$ cat src/rtl/lr_train_controller_pkg.sv
// Shared definitions for the linear-regression training controller:
// the 3-bit sequencer state encoding used by lr_train_controller.
package lr_defs;

  localparam int LR_STATE_W = 3;

  typedef enum logic [LR_STATE_W-1:0] {
    S_IDLE     = 3'd0,
    S_LOAD     = 3'd1,
    S_UPDATE   = 3'd2,
    S_NEXT     = 3'd3,
    S_ERR_REQ  = 3'd4,
    S_ERR_WAIT = 3'd5,
    S_DONE     = 3'd6
  } lr_state_e;

endpackage

$ cat src/rtl/lr_sample_counter.sv
// Sample-memory address counter with synchronous clear/increment and a
// terminal-count flag raised on the last sample address of an epoch.
module lr_sample_counter #(
  parameter int N_SAMPLES = 150,
  parameter int ADDR_W    = 8
) (
  input  logic              clk,
  input  logic              rst,
  input  logic              clr,
  input  logic              inc,
  output logic [ADDR_W-1:0] addr,
  output logic              tc
);

  localparam logic [ADDR_W-1:0] LAST_ADDR = ADDR_W'(N_SAMPLES - 1);

  logic [ADDR_W-1:0] addr_r;

  // Address register; clear wins over increment.
  always_ff @(posedge clk or posedge rst) begin
    if (rst) begin
      addr_r <= {ADDR_W{1'b0}};
    end else if (clr) begin
      addr_r <= {ADDR_W{1'b0}};
    end else if (inc) begin
      addr_r <= addr_r + ADDR_W'(1);
    end else begin
      addr_r <= addr_r;
    end
  end

  assign addr = addr_r;
  assign tc   = (addr_r == LAST_ADDR);

endmodule

$ cat src/rtl/lr_train_controller.sv
// Training sequencer: walks the sample memory once per epoch and hands off to
// the error calculator. Define LR_ERR_EVERY_EPOCH_EN to run an error pass after every epoch.
module lr_train_controller
  import lr_defs::*;
#(
  parameter int N_SAMPLES = 150,
  parameter int ADDR_W    = 8,
  parameter int EPOCH_W   = 4
) (
  input  logic               clk,
  input  logic               rst,
  input  logic               start,
  input  logic [EPOCH_W-1:0] epochs,
  input  logic               err_ready,
  output logic [ADDR_W-1:0]  addr,
  output logic               ld_x,
  output logic               ld_y,
  output logic               coef_upd,
  output logic               en_err,
  output logic               busy,
  output logic               done
);

  lr_state_e          state_r, state_s;
  logic [EPOCH_W-1:0] epochs_l_r, epochs_l_s;
  logic [EPOCH_W-1:0] epoch_cnt_r, epoch_cnt_s;
  logic               seen_busy_r, seen_busy_s;
  logic               cnt_clr_s, cnt_inc_s, tc_s, last_s;
  logic               ld_r, upd_r, en_err_r, busy_r, done_r;

  lr_sample_counter #(
    .N_SAMPLES (N_SAMPLES),
    .ADDR_W    (ADDR_W)
  ) u_sample_counter (
    .clk  (clk),
    .rst  (rst),
    .clr  (cnt_clr_s),
    .inc  (cnt_inc_s),
    .addr (addr),
    .tc   (tc_s)
  );

  assign last_s = (epoch_cnt_r == (epochs_l_r - EPOCH_W'(1)));

  // State, epoch bookkeeping and error-handshake flag registers.
  always_ff @(posedge clk or posedge rst) begin
    if (rst) begin
      state_r     <= S_IDLE;
      epochs_l_r  <= {EPOCH_W{1'b0}};
      epoch_cnt_r <= {EPOCH_W{1'b0}};
      seen_busy_r <= 1'b0;
    end else begin
      state_r     <= state_s;
      epochs_l_r  <= epochs_l_s;
      epoch_cnt_r <= epoch_cnt_s;
      seen_busy_r <= seen_busy_s;
    end
  end

  // Next-state logic and counter controls.
  always_comb begin
    state_s     = state_r;
    epochs_l_s  = epochs_l_r;
    epoch_cnt_s = epoch_cnt_r;
    seen_busy_s = seen_busy_r;
    cnt_clr_s   = 1'b0;
    cnt_inc_s   = 1'b0;
    case (state_r)
      S_IDLE: begin
        if (start) begin
          epochs_l_s  = (epochs == {EPOCH_W{1'b0}}) ? EPOCH_W'(1) : epochs;
          epoch_cnt_s = {EPOCH_W{1'b0}};
          cnt_clr_s   = 1'b1;
          state_s     = S_LOAD;
        end else begin
          state_s = S_IDLE;
        end
      end
      S_LOAD:   state_s = S_UPDATE;
      S_UPDATE: state_s = S_NEXT;
      S_NEXT: begin
        if (tc_s) begin
          cnt_clr_s = 1'b1;
          if (last_s) begin
            state_s = S_ERR_REQ;
          end else begin
`ifdef LR_ERR_EVERY_EPOCH_EN
            state_s = S_ERR_REQ;
`else
            epoch_cnt_s = epoch_cnt_r + EPOCH_W'(1);
            state_s     = S_LOAD;
`endif
          end
        end else begin
          cnt_inc_s = 1'b1;
          state_s   = S_LOAD;
        end
      end
      S_ERR_REQ: begin
        seen_busy_s = 1'b0;
        state_s     = S_ERR_WAIT;
      end
      S_ERR_WAIT: begin
        // Only a low-then-high err_ready sequence counts as completion.
        if (!err_ready) begin
          seen_busy_s = 1'b1;
          state_s     = S_ERR_WAIT;
        end else if (seen_busy_r) begin
          if (last_s) begin
            state_s = S_DONE;
          end else begin
            epoch_cnt_s = epoch_cnt_r + EPOCH_W'(1);
            state_s     = S_LOAD;
          end
        end else begin
          state_s = S_ERR_WAIT;
        end
      end
      S_DONE:  state_s = S_IDLE;
      default: state_s = S_IDLE;
    endcase
  end

  // Moore outputs registered from the next state so they align with the state they decode.
  always_ff @(posedge clk or posedge rst) begin
    if (rst) begin
      ld_r     <= 1'b0;
      upd_r    <= 1'b0;
      en_err_r <= 1'b0;
      busy_r   <= 1'b0;
      done_r   <= 1'b0;
    end else begin
      ld_r     <= (state_s == S_LOAD);
      upd_r    <= (state_s == S_UPDATE);
      en_err_r <= (state_s == S_ERR_REQ);
      busy_r   <= (state_s != S_IDLE);
      done_r   <= (state_s == S_DONE);
    end
  end

  assign ld_x     = ld_r;
  assign ld_y     = ld_r;
  assign coef_upd = upd_r;
  assign en_err   = en_err_r;
  assign busy     = busy_r;
  assign done     = done_r;

endmodule

$ cat config.mk
export PLATFORM = sky130hd
export DESIGN_NAME = lr_train_controller
export DESIGN_NICKNAME = d
export VERILOG_FILES = /design/src/rtl/lr_train_controller_pkg.sv /design/src/rtl/lr_sample_counter.sv /design/src/rtl/lr_train_controller.sv
export SDC_FILE = /design/constraint.sdc
export NUM_CORES = 1
export LEC_CHECK = 0
export ABC_AREA = 1
export CORE_ASPECT_RATIO = 2
export CORE_MARGIN = 1.5
export CORE_UTILIZATION = 45
export CTS_CLUSTER_DIAMETER = 200
export DETAILED_ROUTE_END_ITERATION = 10
export GPL_TIMING_DRIVEN = 0
export HOLD_SLACK_MARGIN = 0.05
export PLACE_DENSITY = 0.77
export SETUP_SLACK_MARGIN = 0.2
export SLEW_MARGIN = 20
export SYNTH_ARGS = -nofsm -noshare
export SYNTH_HDL_FRONTEND = slang
export SYNTH_SLANG_ARGS = --single-unit
$ cat constraint.sdc
create_clock -name clk -period 1.5 [get_ports clk]
set_input_delay 0.3 -clock clk [delete_from_list [all_inputs] [get_ports clk]]
set_output_delay 0.3 -clock clk [all_outputs]
set_load 0.05 [all_outputs]
==> results.txt, run 1 <==
VDD IR max - 1004 uV
Core area - 3157 um^2
Initial Util - 46.53%
Status - complete, but fails checks
Top Family by Delay on Critical Path - simple AND/OR/NAND/NOR gates
Sequential fraction of the synthesis area - 42.59%
Antenna viol nets, final - 0
CP Max Fanout - 3
Gpl congestion - 0.8034
Remaining DRCs - 0
Critical-path top delay cell - dfrtp_1
GRT overflow - 0
Most common cell after layout, fill and taps aside - nand2_1
CTS tree - done
Leak pwr - 0.0009207 uW
Final hold vios - 0
Avg Cell Area, Syn - 8.206 um^2
Top FF cell, synth - dfrtp_1
Commonest non-fill, non-tap cells in the layout - nand2_1 (31), inv_1 (18), dfrtp_1 (18), nor2_1 (16), nand2_2 (13)
Slew Viols, Final - 0
Diode count - 0
RSZ-0062 raised after global routing - yes
Setup violators final - 8
Failing checks - setup timing
Power Density - 1840 nW/um^2
Clk pin slew, worst setup/hold paths - 90 ps
Vias in the first global route - 1,188
Clock root buffer - clkbuf_8
Worst skew pair latency - 270 ps
Max Clock Skew - 8.640 ps
Yosys warns - 0
Fin crit share - 107.0%
Num CTS Buffers - 3
Hold_buf cts - 0
Register area - 634.4 um^2
Die ar. - 3637 um^2
Max_cap viols - 0
Worst Setup End Kind - flip-flop
Relative slew margins - 63.89%
Num ports - 22
Fin nets - 223
Number of enable flip-flop cells after synthesis - 0
H-tree levels - 1
Floorplan row count - 29
DR vias - 1,254
Crit-path most repeated cell - nand2_1
Die Height - 83.80 um
Syn_nets - 191
Buffers on Ports - 21
Initial antenna violation count - 0
Worst endpoint data arrival time - 1770 ps
Fin crit period - 1605 ps
Layout Cells excl Fill - 241
Hold/Removal Path Class - input port to asynchronous set/reset pin
Count of different cell masters after synthesis - 29
Crit path kind - flip-flop to flip-flop
Flops & latches, synth - 25
Die W - 43.40 um
Pre-CTS WS - -130.7 ps
Worst setup SP type - flip-flop
Fraction of layout cells with a size suffix above 1 - 38.10%
Worst-Margin Slew - 540.5 ps
Dpl cells - 231
Area occupied by multi-input gates - 819.5 um^2
HPWL Detailed - 2.192 mm
Routed Wire Length - 2.882 mm
Drt first pass iters - 4
TritonCTS sink count - 25
Area grow syn2layout - 28.88%
Fraction of registers with async set/reset - 100.0%
Biggest cell delay along the critical path - 400 ps
Critical Path RT - 1660 ps
CTS max path bufs - 2
Crit path cell chain - inv_2, ha_4, nand2_1, inv_1, nor2_1, nand2_1, nor2_4, buf_4, nand3_2, nand2_2, inv_2, nand2_1, nor2_1
Setup slack after layout - -104.6 ps
Largest net degree at the start of global routing - 26
Drt wl/cell - 11.96 um
Fmax - 0.6232 GHz
Fill count - 285
Iteration-0 DRC Markers - 28
Synth Instances - 179
Vias per cell - 5.203
Number of buffers and inverters on the critical path - 4
First-pass GRT wire length - 5.168 mm
Netlist Area Pre-Place - 1469 um^2
Total GRT Usage - 18.34%
## state kept, by name, summed over array words and instances (netlist names), 3 cells and up
register               count
epochs_l_r                 4
state_r                    3
u_sample_counter.addr      8
epoch_cnt_r                4
## path summary, 6_finish.rpt
| kind | from | to | slack [ps] | cells past startpoint |
|---|---|---|---|---|
| max | epochs_l_r[0] | ld_x | -100 | 13 |
| min | rst | u_sample_counter.addr[2] | 430 | 2 |
| max reg2reg | epochs_l_r[0] | ld_x | -100 | 13 |
| min reg2reg | seen_busy_r | seen_busy_r | 510 | 2 |
| max in group asynchronous | rst | state_r[2] | 730 | 2 |
| min in group clk | seen_busy_r | seen_busy_r | 510 | 2 |
## metal layers
| metal | GRT usage [%] | vias up | wire length [um] |
|---|---|---|---|
| li1 | - | 632 | - |
| met2 | 34.06 | 17 | 1701 |
| met5 | 0 | - | 0 |
| met3 | 1.948 | 5 | 50 |
| met4 | 7.163 | 0 | 51 |
| met1 | 19.94 | 600 | 1079 |
## worst register-to-register path, cell delays in order, from the launching register on
cell and delay [ps]:
dfrtp_1 400, inv_2 80, ha_4 190, nand2_1 60, inv_1 30, nor2_1 80
nand2_1 90, nor2_4 150, buf_4 140, nand3_2 70, nand2_2 90, inv_2 40
nand2_1 60, nor2_1 40
## cell usage after synthesis (4+ instances only)
library cell / number / area, um^2
nand2_1: 37 / 138.9
dfrtp_1: 25 / 625.6
inv_1: 24 / 90.09
nor2_1: 18 / 67.56
nand3_1: 9 / 45.04
a21oi_1: 8 / 40.04
nand2_2: 8 / 50.05
nand3_2: 7 / 70.07
inv_2: 5 / 18.77
nand4_1: 5 / 31.28
xor2_1: 5 / 43.79
ha_1: 4 / 50.05
## cell type report
| cell class | count | share of cell area (%) |
|---|---|---|
| Clock buffer | 4 | 2.379 |
| Inverter | 29 | 6.081 |
| Buffer | 2 | 0.9914 |
| Multi-Input combinational cell | 123 | 43.29 |
| Tap cell | 31 | 2.049 |
| Sequential cell | 25 | 33.51 |
| Timing Repair Buffer | 27 | 11.70 |
## where the power goes
group | switching (uW) | total (uW) | internal (uW)
combinational | 1310 | 2020 | 713
clock | 200 | 390 | 190
sequential | 204 | 1070 | 871
total | 1710 | 3480 | 1770
## stage by stage
step                TNS [ps]  power, uW  cell area (um^2)  hold WS, ps  util [%]
floorplan             -103.5       2503              1529        326.8         -
global placement      -836.6       2912              1778        471.7     56.32
detailed placement     -1158       2946              1778        495.4     56.32
CTS                   -643.0       3379              1837        514.0     58.18
global route           -1826       3761              1893        480.4     59.97
finish                -645.8       3483              1893        425.2     59.97
## cells by family after synthesis
logic type               share of synthesized area (%)
AND/OR/NAND/NOR                                  33.99
buffers and inverters                            8.689
XOR/XNOR                                         3.577
adder cells (fa/ha/maj)                          3.407
flip-flops                                       42.59
AO/OA/AOI/OAI                                    6.985
multiplexers                                    0.7666
## repair_timing
item,4_1_cts,5_1_grt
setup buffers,6,0
resized for setup,62,21
setup endpoints to repair,32,53
pin swaps,7,9
No activity file was read; power rests on OpenSTA's default activity.
==> run 2, diff against run 1 <==
Settings changed: CELL_PAD_IN_SITES_DETAIL_PLACEMENT set to 1, CELL_PAD_IN_SITES_GLOBAL_PLACEMENT set to 2, CORE_UTILIZATION 45 to 28, PLACE_DENSITY 0.77 to 0.8.
==> run 2 against run 1 <==
The flow still finishes with violations (setup timing); register-to-register slack hardly changed; cell count is 12% higher; sequential cell count stayed put; maximum frequency is 0.43% higher; critical path depth is 1 lower; critical path type unchanged; largest cell class unchanged; highest routed layer unchanged.
==> results.txt, run 2 (synthesized netlist as in run 1, its figures left out) <==
H-tree levels - 1
Critical Path RT - 1670 ps
Largest net degree at the start of global routing - 26
Area occupied by multi-input gates - 865.8 um^2
Max reg flops - 8
Hold_buf cts - 0
Crit path kind - flip-flop to flip-flop
Slew Viols, Final - 0
Number of buffers and inverters on the critical path - 3
Fill count - 645
CTS max path bufs - 2
Max_cap viols - 0
Iteration-0 DRC Markers - 8
Core area - 5092 um^2
Worst-Margin Slew - 593.7 ps
CTS tree - done
Setup violators final - 7
Buffers on Ports - 21
Clock root buffer - clkbuf_8
Die ar. - 5716 um^2
First-pass GRT wire length - 5.996 mm
Top Family by Delay on Critical Path - simple AND/OR/NAND/NOR gates
Layout Cells excl Fill - 271
Num CTS Buffers - 3
Worst endpoint data arrival time - 1770 ps
CP Max Fanout - 3
Status - complete, but fails checks
Biggest cell delay along the critical path - 400 ps
HPWL Detailed - 2.746 mm
Total GRT Usage - 14.01%
Crit-path most repeated cell - inv_2
Critical-path top delay cell - dfrtp_1
Diode count - 0
Final hold vios - 0
Leak pwr - 0.0009455 uW
Fraction of layout cells with a size suffix above 1 - 45.07%
Crit path cell chain - inv_2, ha_4, nand2_2, inv_2, nor2_1, nand2_1, nor2_4, nand3_4, nand2_2, nand3_2, inv_2, nand3_2
Drt first pass iters - 2
Num ports - 22
Die W - 54.22 um
Area grow syn2layout - 35.52%
Die Height - 105.4 um
Drt wl/cell - 13.35 um
Most common cell after layout, fill and taps aside - nand2_1
Remaining DRCs - 0
GRT overflow - 0
Worst skew pair latency - 270 ps
Relative slew margins - 60.34%
Antenna viol nets, final - 0
Fin crit period - 1598 ps
Vias in the first global route - 1,334
Setup slack after layout - -97.72 ps
Commonest non-fill, non-tap cells in the layout - nand2_1 (27), inv_1 (17), dfrtp_1 (16), nor2_1 (15), nand2_2 (14)
Hold_ws - 431.5 ps
Hold/Removal Path Class - input port to asynchronous set/reset pin
Dpl cells - 258
Gpl congestion - 0.7493
VDD IR max - 911.1 uV
RSZ-0062 raised after global routing - yes
Register area - 636.9 um^2
Fin nets - 226
Vias per cell - 4.734
Clk pin slew, worst setup/hold paths - 90 ps
Cells on worst reg2reg path - 12
Worst Setup End Kind - flip-flop
Floorplan row count - 37
Max Clock Skew - 3.462 ps
DR vias - 1,283
Final core occ - 39.09%
Fin crit share - 106.5%
Power Density - 1834 nW/um^2
Worst setup SP type - flip-flop
Initial antenna violation count - 0
TritonCTS sink count - 25
Initial Util - 28.85%
Fmax - 0.6259 GHz
Routed Wire Length - 3.617 mm
Critical path depth - 12
Failing checks - setup timing
## run 2: cell types whose count changed in the layout (fill, tap and decap cells not counted), sizes merged
cell / change
buf: +6
clkdlybuf4s15: -3
clkbuf: -1
clkinv: +1
## run 2: path summary, 6_finish.rpt
kind	end	start	slack, ps
max	busy	epochs_l_r[0]	-100
min	epochs_l_r[1]	rst	430
max reg2reg	busy	epochs_l_r[0]	-100
min reg2reg	seen_busy_r	seen_busy_r	510
max in group asynchronous	state_r[2]	rst	700
min in group clk	seen_busy_r	seen_busy_r	510
## run 2: cell type report
cell class,instances,area share [%]
Multi-Input combinational cell,123,43.49
Sequential cell,25,31.99
Timing Repair Buffer,30,11.50
Inverter,29,5.908
Tap cell,58,3.646
Clock buffer,3,2.074
Buffer,2,1.131
Clock inverter,1,0.2514
## run 2: per-layer routing
layer / vias up / routed length (um) / part of all wire (%) / track usage [%]
met3: 5 / 71 / 2.0 / 1.558
met5: - / 0 / 0 / 0
met4: 0 / 63 / 1.7 / 5.000
met1: 626 / 1359 / 38 / 14.91
met2: 16 / 2123 / 59 / 26.16
li1: 636 / - / - / -
## run 2: where the power goes
part	leakage (uW)	switching, uW	total [uW]	internal, uW
combinational	0.000618	1390	2150	762
clock	0.0000255	229	415	186
sequential	0.000302	213	1090	873
## run 2: timing repair
action	CTS	global route
pin swaps	7	5
endpoints found under the hold margin	0	0
endpoints found under the setup margin	40	31
gates resized for setup	71	36
setup buffers	5	4
## run 2: metrics by stage
stage	setup TNS, ps	area [um^2]	setup WS (ps)	total power, uW
6_report	-553.2	1991	-97.72	3650
5_1_grt	-1649	1991	-197.1	3967
4_1_cts	-710.0	1888	-145.7	3558
3_5_place_dp	-4745	1812	-204.4	3013
3_3_place_gp	-3669	1812	-166.3	2981
2_1_floorplan	-103.5	1529	-27.99	2503
==> run 3, diff against run 2 <==
Settings changed: CTS_CLUSTER_SIZE set to 25.
==> results of run 3 <==
Same layout as run 2: the final DEF is identical, and so are final timing and power.
